$ cat src/rtl/rpg_pkg.sv
// Shared constants for the random pulse array: maximal-length LFSR tap masks
// and the default non-zero seed.
package rpg_pkg;

  // Bit positions (0-based) XORed into the new LSB of a shift-left Fibonacci LFSR.
  localparam logic [31:0] TAPS_8       = 32'h0000_00B8;
  localparam logic [31:0] TAPS_16      = 32'h0000_B400;
  localparam logic [31:0] TAPS_24      = 32'h00E1_0000;
  localparam logic [31:0] TAPS_32      = 32'h8020_0003;
  localparam logic [31:0] DEFAULT_SEED = 32'h0000_ACE1;

  function automatic logic [31:0] lfsr_taps(input int unsigned width);
    logic [31:0] taps;
    case (width)
      8:       taps = TAPS_8;
      24:      taps = TAPS_24;
      32:      taps = TAPS_32;
      default: taps = TAPS_16;
    endcase
    return taps;
  endfunction

endpackage

$ cat src/rtl/rpg_lfsr.sv
// Maximal-length Fibonacci LFSR, shift-left, new LSB from the package taps.
// Advances only when adv is high; resets to SEED, which must be non-zero.
module rpg_lfsr
  import rpg_pkg::*;
#(
  parameter int unsigned          WIDTH = 16,
  parameter logic [WIDTH-1:0]     SEED  = DEFAULT_SEED[WIDTH-1:0]
) (
  input  logic             clk,
  input  logic             rst_n,
  input  logic             adv,
  output logic [WIDTH-1:0] q
);

  localparam logic [31:0]      TAPS_FULL = lfsr_taps(WIDTH);
  localparam logic [WIDTH-1:0] TAPS      = TAPS_FULL[WIDTH-1:0];

  logic [WIDTH-1:0] r_q;
  logic             w_fb;

  assign w_fb = ^(r_q & TAPS);

  always_ff @(posedge clk or negedge rst_n) begin
    if (!rst_n) begin
      r_q <= SEED;
    end else if (adv) begin
      r_q <= {r_q[WIDTH-2:0], w_fb};
    end
  end

  assign q = r_q;

endmodule

$ cat src/rtl/random_pulse_array.sv
// Array of independent LFSR-driven random pulse generators with non-paralyzable
// dead time and saturating per-channel event counters.
module random_pulse_array
  import rpg_pkg::*;
#(
  parameter int unsigned        NCH    = 4,
  parameter int unsigned        LFSR_W = 16,
  parameter int unsigned        RATE_W = 8,
  parameter int unsigned        DT_W   = 8,
  parameter int unsigned        CNT_W  = 16,
  parameter logic [LFSR_W-1:0]  SEED   = DEFAULT_SEED[LFSR_W-1:0]
) (
  input  logic                 clk,
  input  logic                 rst_n,
  input  logic                 en,
  input  logic [RATE_W-1:0]    rate,
  input  logic [DT_W-1:0]      dead_time,
  input  logic                 clr_cnt,
  output logic [NCH-1:0]       pulse,
  output logic                 any_pulse,
  output logic [NCH*CNT_W-1:0] event_cnt
);

  function automatic logic [LFSR_W-1:0] rotl(input logic [LFSR_W-1:0] v, input int n);
    logic [LFSR_W-1:0] r;
    r = v;
    for (int k = 0; k < n; k++) begin
      r = {r[LFSR_W-2:0], r[LFSR_W-1]};
    end
    return r;
  endfunction

  for (genvar i = 0; i < NCH; i++) begin : g_ch
    // Rotating the seed per channel decorrelates the channels' phases.
    localparam logic [LFSR_W-1:0] CH_SEED = rotl(SEED, i);

    logic [LFSR_W-1:0] w_lfsr;
    logic              w_hit;
    logic              w_fire;
    logic              r_pulse;
    logic [DT_W-1:0]   r_dead;
    logic [CNT_W-1:0]  r_cnt;

    rpg_lfsr #(
      .WIDTH (LFSR_W),
      .SEED  (CH_SEED)
    ) u_lfsr (
      .clk   (clk),
      .rst_n (rst_n),
      .adv   (en),
      .q     (w_lfsr)
    );

    if (RATE_W < LFSR_W) begin : g_hi
      logic w_unused_hi;
      assign w_unused_hi = ^w_lfsr[LFSR_W-1:RATE_W];
    end

    assign w_hit  = en && (w_lfsr[RATE_W-1:0] < rate);
    assign w_fire = w_hit && (r_dead == '0);

    // Hits during dead time are dropped and never reload the counter.
    always_ff @(posedge clk or negedge rst_n) begin
      if (!rst_n) begin
        r_pulse <= 1'b0;
        r_dead  <= '0;
        r_cnt   <= '0;
      end else begin
        r_pulse <= w_fire;
        if (w_fire) begin
          r_dead <= dead_time;
        end else if (r_dead != '0) begin
          r_dead <= r_dead - 1'b1;
        end
        if (clr_cnt) begin
          r_cnt <= '0;
        end else if (w_fire && (r_cnt != '1)) begin
          r_cnt <= r_cnt + 1'b1;
        end
      end
    end

    assign pulse[i]                     = r_pulse;
    assign event_cnt[i*CNT_W +: CNT_W]  = r_cnt;
  end

  assign any_pulse = |pulse;

endmodule

$ cat config.mk
export PLATFORM = sky130hd
export DESIGN_NAME = random_pulse_array
export DESIGN_NICKNAME = d
export VERILOG_FILES = /design/src/rtl/rpg_pkg.sv /design/src/rtl/rpg_lfsr.sv /design/src/rtl/random_pulse_array.sv
export SDC_FILE = /design/constraint.sdc
export NUM_CORES = 1
export LEC_CHECK = 0
export CORE_MARGIN = 1
export CORE_UTILIZATION = 40
export DETAILED_ROUTE_END_ITERATION = 8
export PLACE_DENSITY = 0.69
export SLEW_MARGIN = 10
export SYNTH_ARGS = -nofsm -noshare
export SYNTH_HDL_FRONTEND = slang
export SYNTH_HIERARCHICAL = 1
export SYNTH_SLANG_ARGS = --single-unit
export TNS_END_PERCENT = 1
$ cat constraint.sdc
create_clock -name clk -period 2.6 [get_ports clk]
set_input_delay 0.52 -clock clk [delete_from_list [all_inputs] [get_ports clk]]
set_output_delay 0.52 -clock clk [all_outputs]
set_load 0.02 [all_outputs]
==> results.cfg, run 1 <==
[power]
power.density_nw_per_um2 = 877
cellLeakagePower_nw = 4.52
ir_drop_v = 0.000424

[setup_path]
required_ns = 2.92
startpoint_type = input port
cp.arrival_ns = 2.97
critical_path_class = input port to flop
worstPathCellList = clkdlybuf4s50_1, inv_1, ha_1, nand2_1, o2111ai_1, buf_4, a2111oi_2, buf_4, nand4_1, mux2_2
critPathTopFamily = buffers and inverters
cpPeakStageDelay_ns = 0.50
path_max_fanout = 7
end_kind = flop
crit_top_cell = buf_4
worstPathBufferInverterCount = 4
r2r_setup_slack_ns = 0.12
cp_slowest_cell = clkdlybuf4s50_1

[clocking]
ctsHoldBuffers = 0
cts_max_path_buffers = 2
clock_latency_ns = 0.43
cts-buffers-inserted = 17
root_buffer = clkbuf_16
cts_tree = done
clkTransAtPathRegs_ns = 0.07
htreeDepth = 4
clock-sinks = 164

[layout]
fillers = 2014
drive_gt1_share_pct = 23.1
diodes = 0
register_area_um2 = 4140
multi_input_area_um2 = 4500
syn_to_final_growth_pct = 24.2
fin_nets = 1027

[routing]
drt_pass1_iterations = 4
wire_per_inst_um = 16.4
viasPerCell = 5.54
drt_iter0_markers = 335
finalWirelength_mm = 20.7
ant_nets = 0
drc = 0
num_vias = 7000

[place]
place_congestion = 0.861
dp_slack_ns = -0.573
dp_hpwl_mm = 14.3
numPortBuffers = 88

[floorplanning]
core_area_um2 = 21900
ioPinCount = 89
fp.dieW_um = 152
die_area_um2 = 23000
die_h_um = 152
start_util_pct = 40.9
core.rowCount = 54

[timing]
tightest_slew_ns = 0.674
fin_ws_ns = -0.0508
setup_tns_ns = -0.244
relSlewSlack_pct = 55.1
clock.fmax_ghz = 0.377
rsz0062_at_grt = yes
setup_viol = 10
fin_skew_ns = 0.00780
drv_slew = 0
hold_viol_final = 0
timing.hold.ws_ns = 0.0725
fin_crit_sh_pct = 102
period_needed_ns = 2.65

[global_route]
met2_usage_pct = 28.7
antenna_found_initial = 0
use_met1_pct = 27.0
met3_usage_pct = 3.59
grt_max_degree = 63
grtUsageTotal_pct = 18.9
gr-total-overflow = 0
grt-busiest-layer = met2
grt_pass1_wl_mm = 34.0
grt_pass1_vias = 6611

[synthesis]
ys_types = 66
syn_avg_cell_area_um2 = 10.7
synth_area_um2 = 8950
ys_warn_count = 6
ys.flop_type = dfrtp_1
synth_nets = 891
synth_seq_area_share_pct = 46.3
yosys-top-cells-area = dfrtp_1 37%, dfstp_2 9.4%, mux2_4 5.4%
synth-async-reset-ratio_pct = 100
synth_top_cell_by_area = dfrtp_1
synth_edf_count = 0
ys_seq_elements = 164
synthCells = 835
synth_top_area_share_pct = 36.9

[run_status]
outcome = complete, but fails checks
violations = setup timing

[run]
drv_cap = 0

[min_path]
hold_path.class = input port to async pin
## cell families after synthesis
group	synth area share, %
compound gates	13.6
xor+xnor	2.94
fa+ha+maj	5.03
buf+inv	4.13
flops	46.3
mux	10.5
simple gates	17.5
## layout make-up
class | count | share of cell area, %
Multi-Input combinational cell | 606 | 40.5
Sequential cell | 164 | 37.3
Timing Repair Buffer | 155 | 12.5
Clock buffer | 22 | 4.00
Tap cell | 280 | 3.15
Clock inverter | 10 | 1.62
Inverter | 27 | 0.912
## stage by stage
| stage | instance area, um^2 | power (mW) | cells | util [%] |
|---|---|---|---|---|
| 2_1_floorplan | 8950 | 6.10 | 835 | - |
| 3_3_place_gp | 10400 | 6.83 | 1229 | 47.5 |
| 3_5_place_dp | 10400 | 6.95 | 1229 | 47.5 |
| 4_1_cts | 11100 | 9.77 | 1264 | 50.5 |
| 5_1_grt | 11100 | 10.3 | 1264 | 50.8 |
| 6_report | 11100 | 9.75 | 1264 | 50.8 |
## what timing repair did
item / in CTS / in global routing
buffers inserted: 2 / 0
pin swaps: 2 / 1
gates cloned: 1 / 0
endpoints found under the setup margin: 27 / 59
resized for setup: 4 / 15
## synth_stat cells (all sizes together) (7+ instances only)
| cell type | n |
|---|---|
| nor4 | 8 |
| nand3 | 27 |
| buf | 16 |
| mux2 | 68 |
| inv | 27 |
| clkbuf | 23 |
| ha | 36 |
| xnor2 | 24 |
| and3 | 13 |
| nor2b | 9 |
| or4 | 23 |
| a21oi | 81 |
| o21ai | 38 |
| a211oi | 8 |
| or3 | 28 |
| nor3b | 8 |
| o31ai | 21 |
| nor3 | 18 |
| dfstp | 32 |
| o2111ai | 7 |
| nand2b | 7 |
| dfrtp | 132 |
| nand4 | 23 |
| nor2 | 48 |
| nand2 | 40 |
## state kept, by name, indices dropped and copies added (netlist names)
name / count
g_ch.r_pulse: 4
g_ch.u_lfsr/q: 64
g_ch.r_cnt: 64
g_ch.r_dead: 32
## metal layers
layer	routed length [um]	part of all wire (%)
met4	329	1.6
met3	934	4.5
met5	0	0
met2	9540	46
met1	9880	48
## cells in the final DEF (no fill, tap or decap), types with 4 or more instances in the layout
| cell type | count |
|---|---|
| o2111ai_1 | 4 |
| o21ai_0 | 34 |
| a211oi_1 | 5 |
| nand3_1 | 27 |
| nand4_1 | 23 |
| nand2_1 | 40 |
| dfstp_2 | 32 |
| xor2_1 | 6 |
| mux2_4 | 32 |
| clkdlybuf4s50_1 | 84 |
| nor4_1 | 6 |
| mux2_2 | 36 |
| dfrtp_1 | 132 |
| ha_1 | 35 |
| nand4b_1 | 4 |
| xnor2_1 | 24 |
| nor3b_1 | 8 |
| and4_1 | 5 |
| mux2i_1 | 5 |
| and2_1 | 4 |
| clkbuf_1 | 5 |
| buf_4 | 67 |
| bufinv_16 | 5 |
| clkbuf_16 | 17 |
| nand2b_1 | 7 |
| nor2_1 | 48 |
| and3_1 | 13 |
| o31ai_1 | 21 |
| nor3_1 | 17 |
| inv_1 | 26 |
| or3_1 | 28 |
| a21oi_1 | 79 |
| or4_1 | 22 |
| nor2b_1 | 9 |
## worst paths after layout
path / cells after the start / to / start
worst max-delay path: 10 / g_ch[2].r_cnt[9] / rate[7]
worst min-delay path: 1 / g_ch[3].u_lfsr/q[15] / rst_n
worst max register to register: 8 / g_ch[3].r_cnt[12] / g_ch[3].r_dead[0]
worst min register to register: 1 / g_ch[3].r_dead[7] / g_ch[3].r_dead[7]
max in group asynchronous: 2 / g_ch[2].u_lfsr/q[8] / rst_n
min in group clk: 2 / g_ch[2].u_lfsr/q[7] / en
## power breakdown
group	leakage, nW	total [mW]	internal, mW	switching (mW)
clock	0.298	2.73	1.70	1.03
sequential	2.04	4.19	3.51	0.676
combinational	2.18	2.83	1.57	1.26
No activity file was read; power rests on OpenSTA's default activity.
==> inputs of run 2 (changes only) <==
Settings changed: CORE_UTILIZATION 40 to 58, CTS_CLUSTER_DIAMETER from default to 30, MAX_ROUTING_LAYER from default to met4, PLACE_DENSITY 0.69 to 0.91.
==> results.cfg, run 2 (synthesis results as in run 1) <==
[run_status]
outcome = complete, but fails checks
violations = setup timing

[global_route]
grt_pass1_wl_mm = 34.9
antenna_found_initial = 0
grt_pass1_vias = 7183
grt_max_degree = 62
grtUsageTotal_pct = 28.5
gr-total-overflow = 0

[place]
place_congestion = 0.880
dp_hpwl_mm = 14.3
numPortBuffers = 88

[routing]
drt_iter0_markers = 633
ant_nets = 0
finalWirelength_mm = 21.4
viasPerCell = 6.23
wire_per_inst_um = 18.3
num_vias = 7290
drc = 0
drt_pass1_iterations = 7

[timing]
timing.hold.ws_ns = 0.0680
setup_tns_ns = -0.00143
fin_crit_sh_pct = 100
rsz0062_at_grt = yes
relSlewSlack_pct = 58.9
hold_viol_final = 0
period_needed_ns = 2.60
clock.fmax_ghz = 0.385
tightest_slew_ns = 0.612
setup_viol = 2
drv_slew = 0
fin_ws_ns = -0.000737
fin_skew_ns = 0.00872

[layout]
fillers = 937
diodes = 0
fin_nets = 1025
drive_gt1_share_pct = 23.4
syn_to_final_growth_pct = 23.0
layout_common_cells = 132 x dfrtp_1, 85 x clkdlybuf4s50_1, 76 x a21oi_1
final_common_cell = dfrtp_1

[setup_path]
cpPeakStageDelay_ns = 0.50
path_max_fanout = 10
reg2reg_depth = 8
r2r_setup_slack_ns = 0.06
critical_path_class = input port to flop
r2r_end = g_ch[3].r_cnt[12]
r2r-start = g_ch[3].r_dead[0]
worstPathCellList = clkdlybuf4s50_1, inv_1, ha_1, a211oi_1, o21ai_2, and2_0, buf_4, or4_1, a21oi_1
cp.arrival_ns = 2.96
end_kind = flop
cp_slowest_cell = or4_1
startpoint_type = input port
required_ns = 2.95

[clocking]
clock-sinks = 164
ctsHoldBuffers = 0
htreeDepth = 4
cts_max_path_buffers = 2
clock_latency_ns = 0.43
cts_tree = done
clkTransAtPathRegs_ns = 0.06
root_buffer = clkbuf_16
cts-buffers-inserted = 17

[power]
ir_drop_v = 0.000594
p_total_mw = 9.71
cellLeakagePower_nw = 4.50
power.density_nw_per_um2 = 883

[floorplanning]
start_util_pct = 59.1
die_area_um2 = 15900
fp.dieW_um = 126
die_h_um = 126
core_area_um2 = 15100
ioPinCount = 89
core.rowCount = 45

[min_path]
hold_path.class = input port to async pin

[run]
drv_cap = 0
-- run 2: area by class of cell --
| class | instances | area (um^2) | area share [%] |
|---|---|---|---|
| sequential | 164 | 4140 | 37.7 |
| inverter | 27 | 101 | 0.921 |
| clock buffer | 24 | 502 | 4.56 |
| timing repair buffer | 153 | 1400 | 12.7 |
| multi-input combinational | 606 | 4520 | 41.1 |
| clock inverter | 8 | 97.6 | 0.887 |
| tap | 188 | 235 | 2.14 |
-- run 2: what timing repair did --
item,in CTS,in global routing
gates resized for setup,5,17
pin swaps,1,4
setup buffers,2,1
gates cloned,1,0
endpoints found under the setup margin,22,47
-- run 2: how the worst max path moves through the flow --
| stage | from | to | slack (ns) | cells after the start |
|---|---|---|---|---|
| finish | rate[3] | g_ch[0].r_cnt[5] | -0.0007 | 9 |
| global route | rate[3] | g_ch[0].r_cnt[3] | -0.10 | 9 |
| CTS | rate[7] | g_ch[2].r_cnt[8] | -0.002 | 11 |
| detailed placement | rate[2] | g_ch[2].r_cnt[4] | -0.54 | 9 |
| global placement | rate[2] | g_ch[2].r_cnt[10] | -0.49 | 9 |
| floorplan | rate[2] | g_ch[2].r_cnt[5] | 0.09 | 8 |
-- run 2: worst max-delay path: cells and delay by family --
family          cells  cell delay [ns]
compound gates      3             0.71
buf+inv             3             0.71
simple gates        2             0.72
fa+ha+maj           1             0.31
-- run 2: power breakdown --
| group | switching (mW) | total, mW | internal, mW |
|---|---|---|---|
| logic | 1.36 | 2.95 | 1.59 |
| registers | 0.700 | 4.21 | 3.51 |
| clock network | 1.02 | 2.55 | 1.54 |
-- run 2: routing by layer --
metal | share of wire [%] | vias up | GRT usage, %
met3 | 6.0 | 58 | 7.05
met5 | 0 | - | -
li1 | - | 3386 | -
met2 | 49 | 269 | 45.3
met4 | 2.6 | 0 | 10.3
met1 | 43 | 3577 | 35.3
-- run 2: stage by stage --
step           instances  util (%)  area, um^2  setup WS [ns]
6_report            1170      72.7       11000      -0.000737
5_1_grt             1170      72.7       11000         -0.103
4_1_cts             1169      72.2       10900       -0.00195
3_5_place_dp        1134      67.9       10300         -0.535
3_3_place_gp        1134      67.9       10300         -0.494
2_1_floorplan        835         -        8950         0.0865
==> edit 1, RTL diff (config.mk and constraints of run 2) <==
Put one more register stage on the output `event_cnt`. The value now appears one clock later. The other outputs are not delayed to match.
--- a/src/rtl/random_pulse_array.sv
+++ b/src/rtl/random_pulse_array.sv
@@ -21,4 +21,6 @@
   output logic [NCH*CNT_W-1:0] event_cnt
 );
+
+  logic [NCH*CNT_W-1:0] event_cnt_d;
 
   function automatic logic [LFSR_W-1:0] rotl(input logic [LFSR_W-1:0] v, input int n);
@@ -82,9 +84,13 @@
 
     assign pulse[i]                     = r_pulse;
-    assign event_cnt[i*CNT_W +: CNT_W]  = r_cnt;
+    assign event_cnt_d[i*CNT_W +: CNT_W]  = r_cnt;
   end
 
   assign any_pulse = |pulse;
 
+  always_ff @(posedge clk) begin
+    event_cnt <= event_cnt_d;
+  end
+
 endmodule
 
Formal check against the unedited RTL: not equivalent (a bounded check fails within 4 cycles, from zero or initial values and one cycle with rst_n low).
==> edit 1 against run 2 <==
The run still ends with negative setup slack left. Wire length increased by 16%. Sequential cell count increased by 64. First-iteration DRC count decreased by 3.6%. Design area increased by 16%. Sequential share of layout area increased by 4.7 points. Worst setup slack got worse by 0.13 ns. Maximum frequency decreased by 4.9%. Power increased by 31%. Critical endpoint is now g_ch[3].r_cnt[10]. Clock power increased by 79%. Critical path type is now flip-flop to flip-flop. Synthesized area increased by 13%. Sequential power increased by 23%. Hold slack improved by 0.35 ns. Non-clock buffer count increased by 1.
==> edit 1: results (changes against run 2) <==
* Met1 Wirelength at 9913 um (+8.8%)
* Setup TNS at -0.4532 ns (-0.4518 ns)
* Slew margin rel. at 0.5516 (-0.03700)
* Ratio of cells with drive above 1 in the final layout at 0.2430 (+0.008775)
* Synth async-reset ratio at 0.7193 (-0.2807)
* Post-synthesis compound-gate area fraction at 0.1176 (-0.01862)
* Vias at 7932 (+8.8%)
* DP Worst Slack at -0.6203 ns (-0.08508 ns)
* Metal3 WL at 1372 um (+6.0%)
* Cts bufs inserted at 35 (+18)
* Post-Syn Area per Cell at 11.32 um2 (+5.6%)
* CP max FO at 3 (-7)
* Failing checks: negative setup slack
* DRT iter0 DRCs at 610 (-3.6%)
* Post-Synth XOR/XNOR Area at 0.02600 (-0.003374)
* Post-CTS Setup Inserts at 0 (-2)
* DP Area at 11550 um2 (+12%)
* Status: complete, but fails checks
* Final Worst Setup Slack at -0.1347 ns (-0.1339 ns)
* Synth cell types at 60 (-9.1%)
* Mapped Nets at 949 (+6.5%)
* Final setup vio count at 10 (+8)
* Routed wire length at 24870 um (+16%)
* Sequential share of the synthesized area at 0.5368 (+0.07355)
* Synth area leaders: dfrtp_1 33%, dfxtp_1 13%, dfstp_2 8.3%
[edit 1: cell count changes in the layout (fill, tap and decap cells not counted), moves of 4 or more]
| cell | run 2 | this run |
|---|---|---|
| clkbuf_16 | 17 | 35 |
| clkinv_2 | 3 | 7 |
| clkinv_4 | 0 | 5 |
| dfxtp_1 | 0 | 64 |
| nand3_1 | 27 | 42 |
| nand4_1 | 23 | 16 |
| nor2_1 | 48 | 44 |
| o21ai_0 | 34 | 38 |
| or4_4 | 0 | 7 |
[edit 1: repair_timing]
action / in CTS / in global routing
hold buffers: 1 / 0
pin swaps: 6 / 5
hold endpoints to repair: 7 / 0
setup endpoints to repair: 34 / 43
resized for setup: 14 / 13
[edit 1: worst max path at each step]
stage,end,slack (ns),cells after the start
finish,g_ch[3].r_cnt[10],-0.13,7
global route,g_ch[3].r_cnt[10],-0.19,7
CTS,g_ch[3].r_cnt[10],-0.14,7
detailed placement,g_ch[2].r_cnt[12],-0.62,8
global placement,g_ch[1].r_cnt[3],-0.50,9
floorplan,g_ch[2].r_cnt[7],-0.15,9
[edit 1: metal layers]
metal,vias up,global-route usage
met4,0,0.1236
met3,64,0.05064
met5,-,-
li1,3610,-
met1,3960,0.3557
met2,298,0.4971
[edit 1: power groups by stage]
stage	clock network, mW	registers [mW]	logic [mW]
after floorplan	0	5.00	1.96
after global placement	0	5.13	2.59
after detailed placement	0	5.19	2.76
after CTS	4.64	5.17	2.89
after global routing	4.80	5.28	3.19
final	4.57	5.18	2.94
[edit 1: area by class of cell]
cell class	instances	area (um2)	share of cell area
clock buffer	43	955.9	0.07465
multi-input combinational	598	4412	0.3445
tap	220	275.3	0.02150
sequential	228	5425	0.4237
timing repair buffer	154	1430	0.1117
inverter	28	105.1	0.008208
clock inverter	19	201.4	0.01573
[edit 1: logic make-up after synthesis]
group,count (synthesis)
and+or+nand+nor,271
DFF,228
AOI/OAI and AO/OA,191
muxes,70
buffers and inverters,67
adders and majority gates,36
xor gates and xnor gates,30
[edit 1: critical path, delay by kind of cell, from the launching register on]
kind / cells / cell delay, ns
AO/OA/AOI/OAI: 1 / 0.13
adder cells (fa/ha/maj): 1 / 0.18
buffers and inverters: 1 / 0.07
flip-flops: 1 / 0.39
AND/OR/NAND/NOR: 4 / 1.89
==> edit 2, RTL diff (settings of run 2) <==
Without the edit above. Set the parameter `CNT_W` to 20 (it was 16).
--- a/src/rtl/random_pulse_array.sv
+++ b/src/rtl/random_pulse_array.sv
@@ -8,5 +8,5 @@
   parameter int unsigned        RATE_W = 8,
   parameter int unsigned        DT_W   = 8,
-  parameter int unsigned        CNT_W  = 16,
+  parameter int unsigned        CNT_W  = 20,
   parameter logic [LFSR_W-1:0]  SEED   = DEFAULT_SEED[LFSR_W-1:0]
 ) (
Ports: changed (resized event_cnt); port bits go from 89 to 105. The function was not compared with the original's and may differ.
==> edit 2 against run 2 <==
The flow still finishes with violations (negative setup slack). Design area rose by 14%. Sequential cell count rose by 16. Sequential share of layout area fell by 1.5 points. Hold slack worse by 0.027 ns. Wire length is 29% higher. Synthesized area increased by 12%. Worst setup slack got worse by 0.038 ns. Power up 5.2%. Highest routed layer unchanged.
==> edit 2: results (changes against run 2) <==
* Status: complete, but fails checks
* Failing checks: negative setup slack
* FF-to-FF End: g_ch[3].r_cnt[7]
* Synth cell types at 62 (-6.1%)
* Fmax at 378.9 MHz (-1.5%)
* PortBufs at 104 (+18%)
* Post-Syn Area per Cell at 10.56 um2 (-1.5%)
* Met2 WL at 13690 um (+31%)
* Cts bufs inserted at 17 (unchanged)
* Worst path slowest cell: or4b_4
* Routing usage on met1 at 0.3708 (+0.01784)
* Drt pass-1 iters at 5 (-2)
* Peak VDD IR at 0.0006303 V (+6.1%)
* Top cells by count, synth: 148 x dfrtp_1, 85 x a21oi_1, 50 x nor2_1
* First-pass GRT wire length at 41530 um (+19%)
* Clock Skew at 0.01186 ns (+0.003141 ns)
* Worst-Margin Slew at 1.049 ns (+0.4368 ns)
* Ratio of cells with drive above 1 in the final layout at 0.2511 (+0.01691)
* Non-filler instance count after layout at 1335 (+14%)
* Final Worst Setup Slack at -0.03903 ns (-0.03829 ns)
* Synth area leaders: dfrtp_1 37%, dfstp_2 8.4%, mux2_2 5.4%
* Reg2Reg Depth at 9 (+1)
* Mapped Nets at 1007 (+13%)
* Vias at 8755 (+20%)
* Final net count at 1158 (+13%)
* RD Place Congestion at 0.8544 (-2.9%)
* Hpwl dp at 17100 um (+20%)
* Sequential share of the synthesized area at 0.4527 (-0.01052)
* DR DRC count at 0 (unchanged)
* GRT met3 Usage at 0.04224 (-0.02828)
* Total track usage at 0.3017 (+0.01708)
* CP max FO at 5 (-5)
* DRT iter0 DRCs at 749 (+18%)
* Metal3 WL at 1693 um (+31%)
* Largest net degree at the start of global routing at 58 (-6.5%)
* Met2 GRT Util at 0.4899 (+0.03716)
* Final setup vio count at 3 (+1)
* Met1 Wirelength at 10720 um (+18%)
* Antenna diode count at 0 (unchanged)
* Setup TNS at -0.06340 ns (-0.06197 ns)
* Max incr delay on CP at 0.51 ns
* Fillers at 1062 (+13%)
* Static leakage at 4.984 nW (+11%)
* DR WL/cell at 20.66 um (+13%)
* Vias in the first global route at 8318 (+16%)
-- edit 2: kinds of logic (layout without fill, tap and decap cells) --
kind of cell,after synthesis,count (layout),share of synthesized area
xor gates and xnor gates,28,28,0.02443
AOI/OAI and AO/OA,207,208,0.1321
adders and majority gates,36,36,0.04487
DFF,180,180,0.4527
buffers and inverters,86,249,0.04475
muxes,88,88,0.1097
and+or+nand+nor,326,326,0.1914
-- edit 2: worst max-delay path by stage --
stage | start | to
final | g_ch[3].r_dead[0] | g_ch[3].r_cnt[7]
after global routing | g_ch[3].r_dead[0] | g_ch[3].r_cnt[7]
after CTS | rate[6] | g_ch[0].r_cnt[14]
after detailed placement | rate[3] | g_ch[0].r_cnt[16]
after global placement | rate[3] | g_ch[0].r_cnt[14]
after floorplan | rate[3] | g_ch[0].r_cnt[7]
-- edit 2: through the flow --
stage                     instance area (um2)  hold slack, ns  setup slack, ns
final                                   12580         0.04069         -0.03903
after global routing                    12580         0.08946          -0.1710
after CTS                               12320         0.06258         -0.02812
after detailed placement                11660          0.4901          -0.6127
after global placement                  11660          0.4830          -0.5040
after floorplan                         10040          0.2244          0.07556
-- edit 2: timing repair --
item                       CTS  global route
setup endpoints to repair   30            63
buffers inserted             2             1
pin swaps                    1            24
resized for setup            8            49
gates cloned                 0             2
-- edit 2: where the power goes --
group	internal, mW	switching, mW
Sequential	3.75	0.755
Combinational	1.61	1.37
Clock	1.63	1.11
-- edit 2: cell type report --
type                            count  area, um2  area share
Multi-Input combinational cell    686       5318      0.4228
Sequential cell                   180       4544      0.3613
Timing Repair Buffer              181       1697      0.1349
Clock buffer                       22      454.2     0.03611
Tap cell                          220      275.3     0.02188
Clock inverter                     10      155.1     0.01233
Inverter                           36      135.1     0.01074
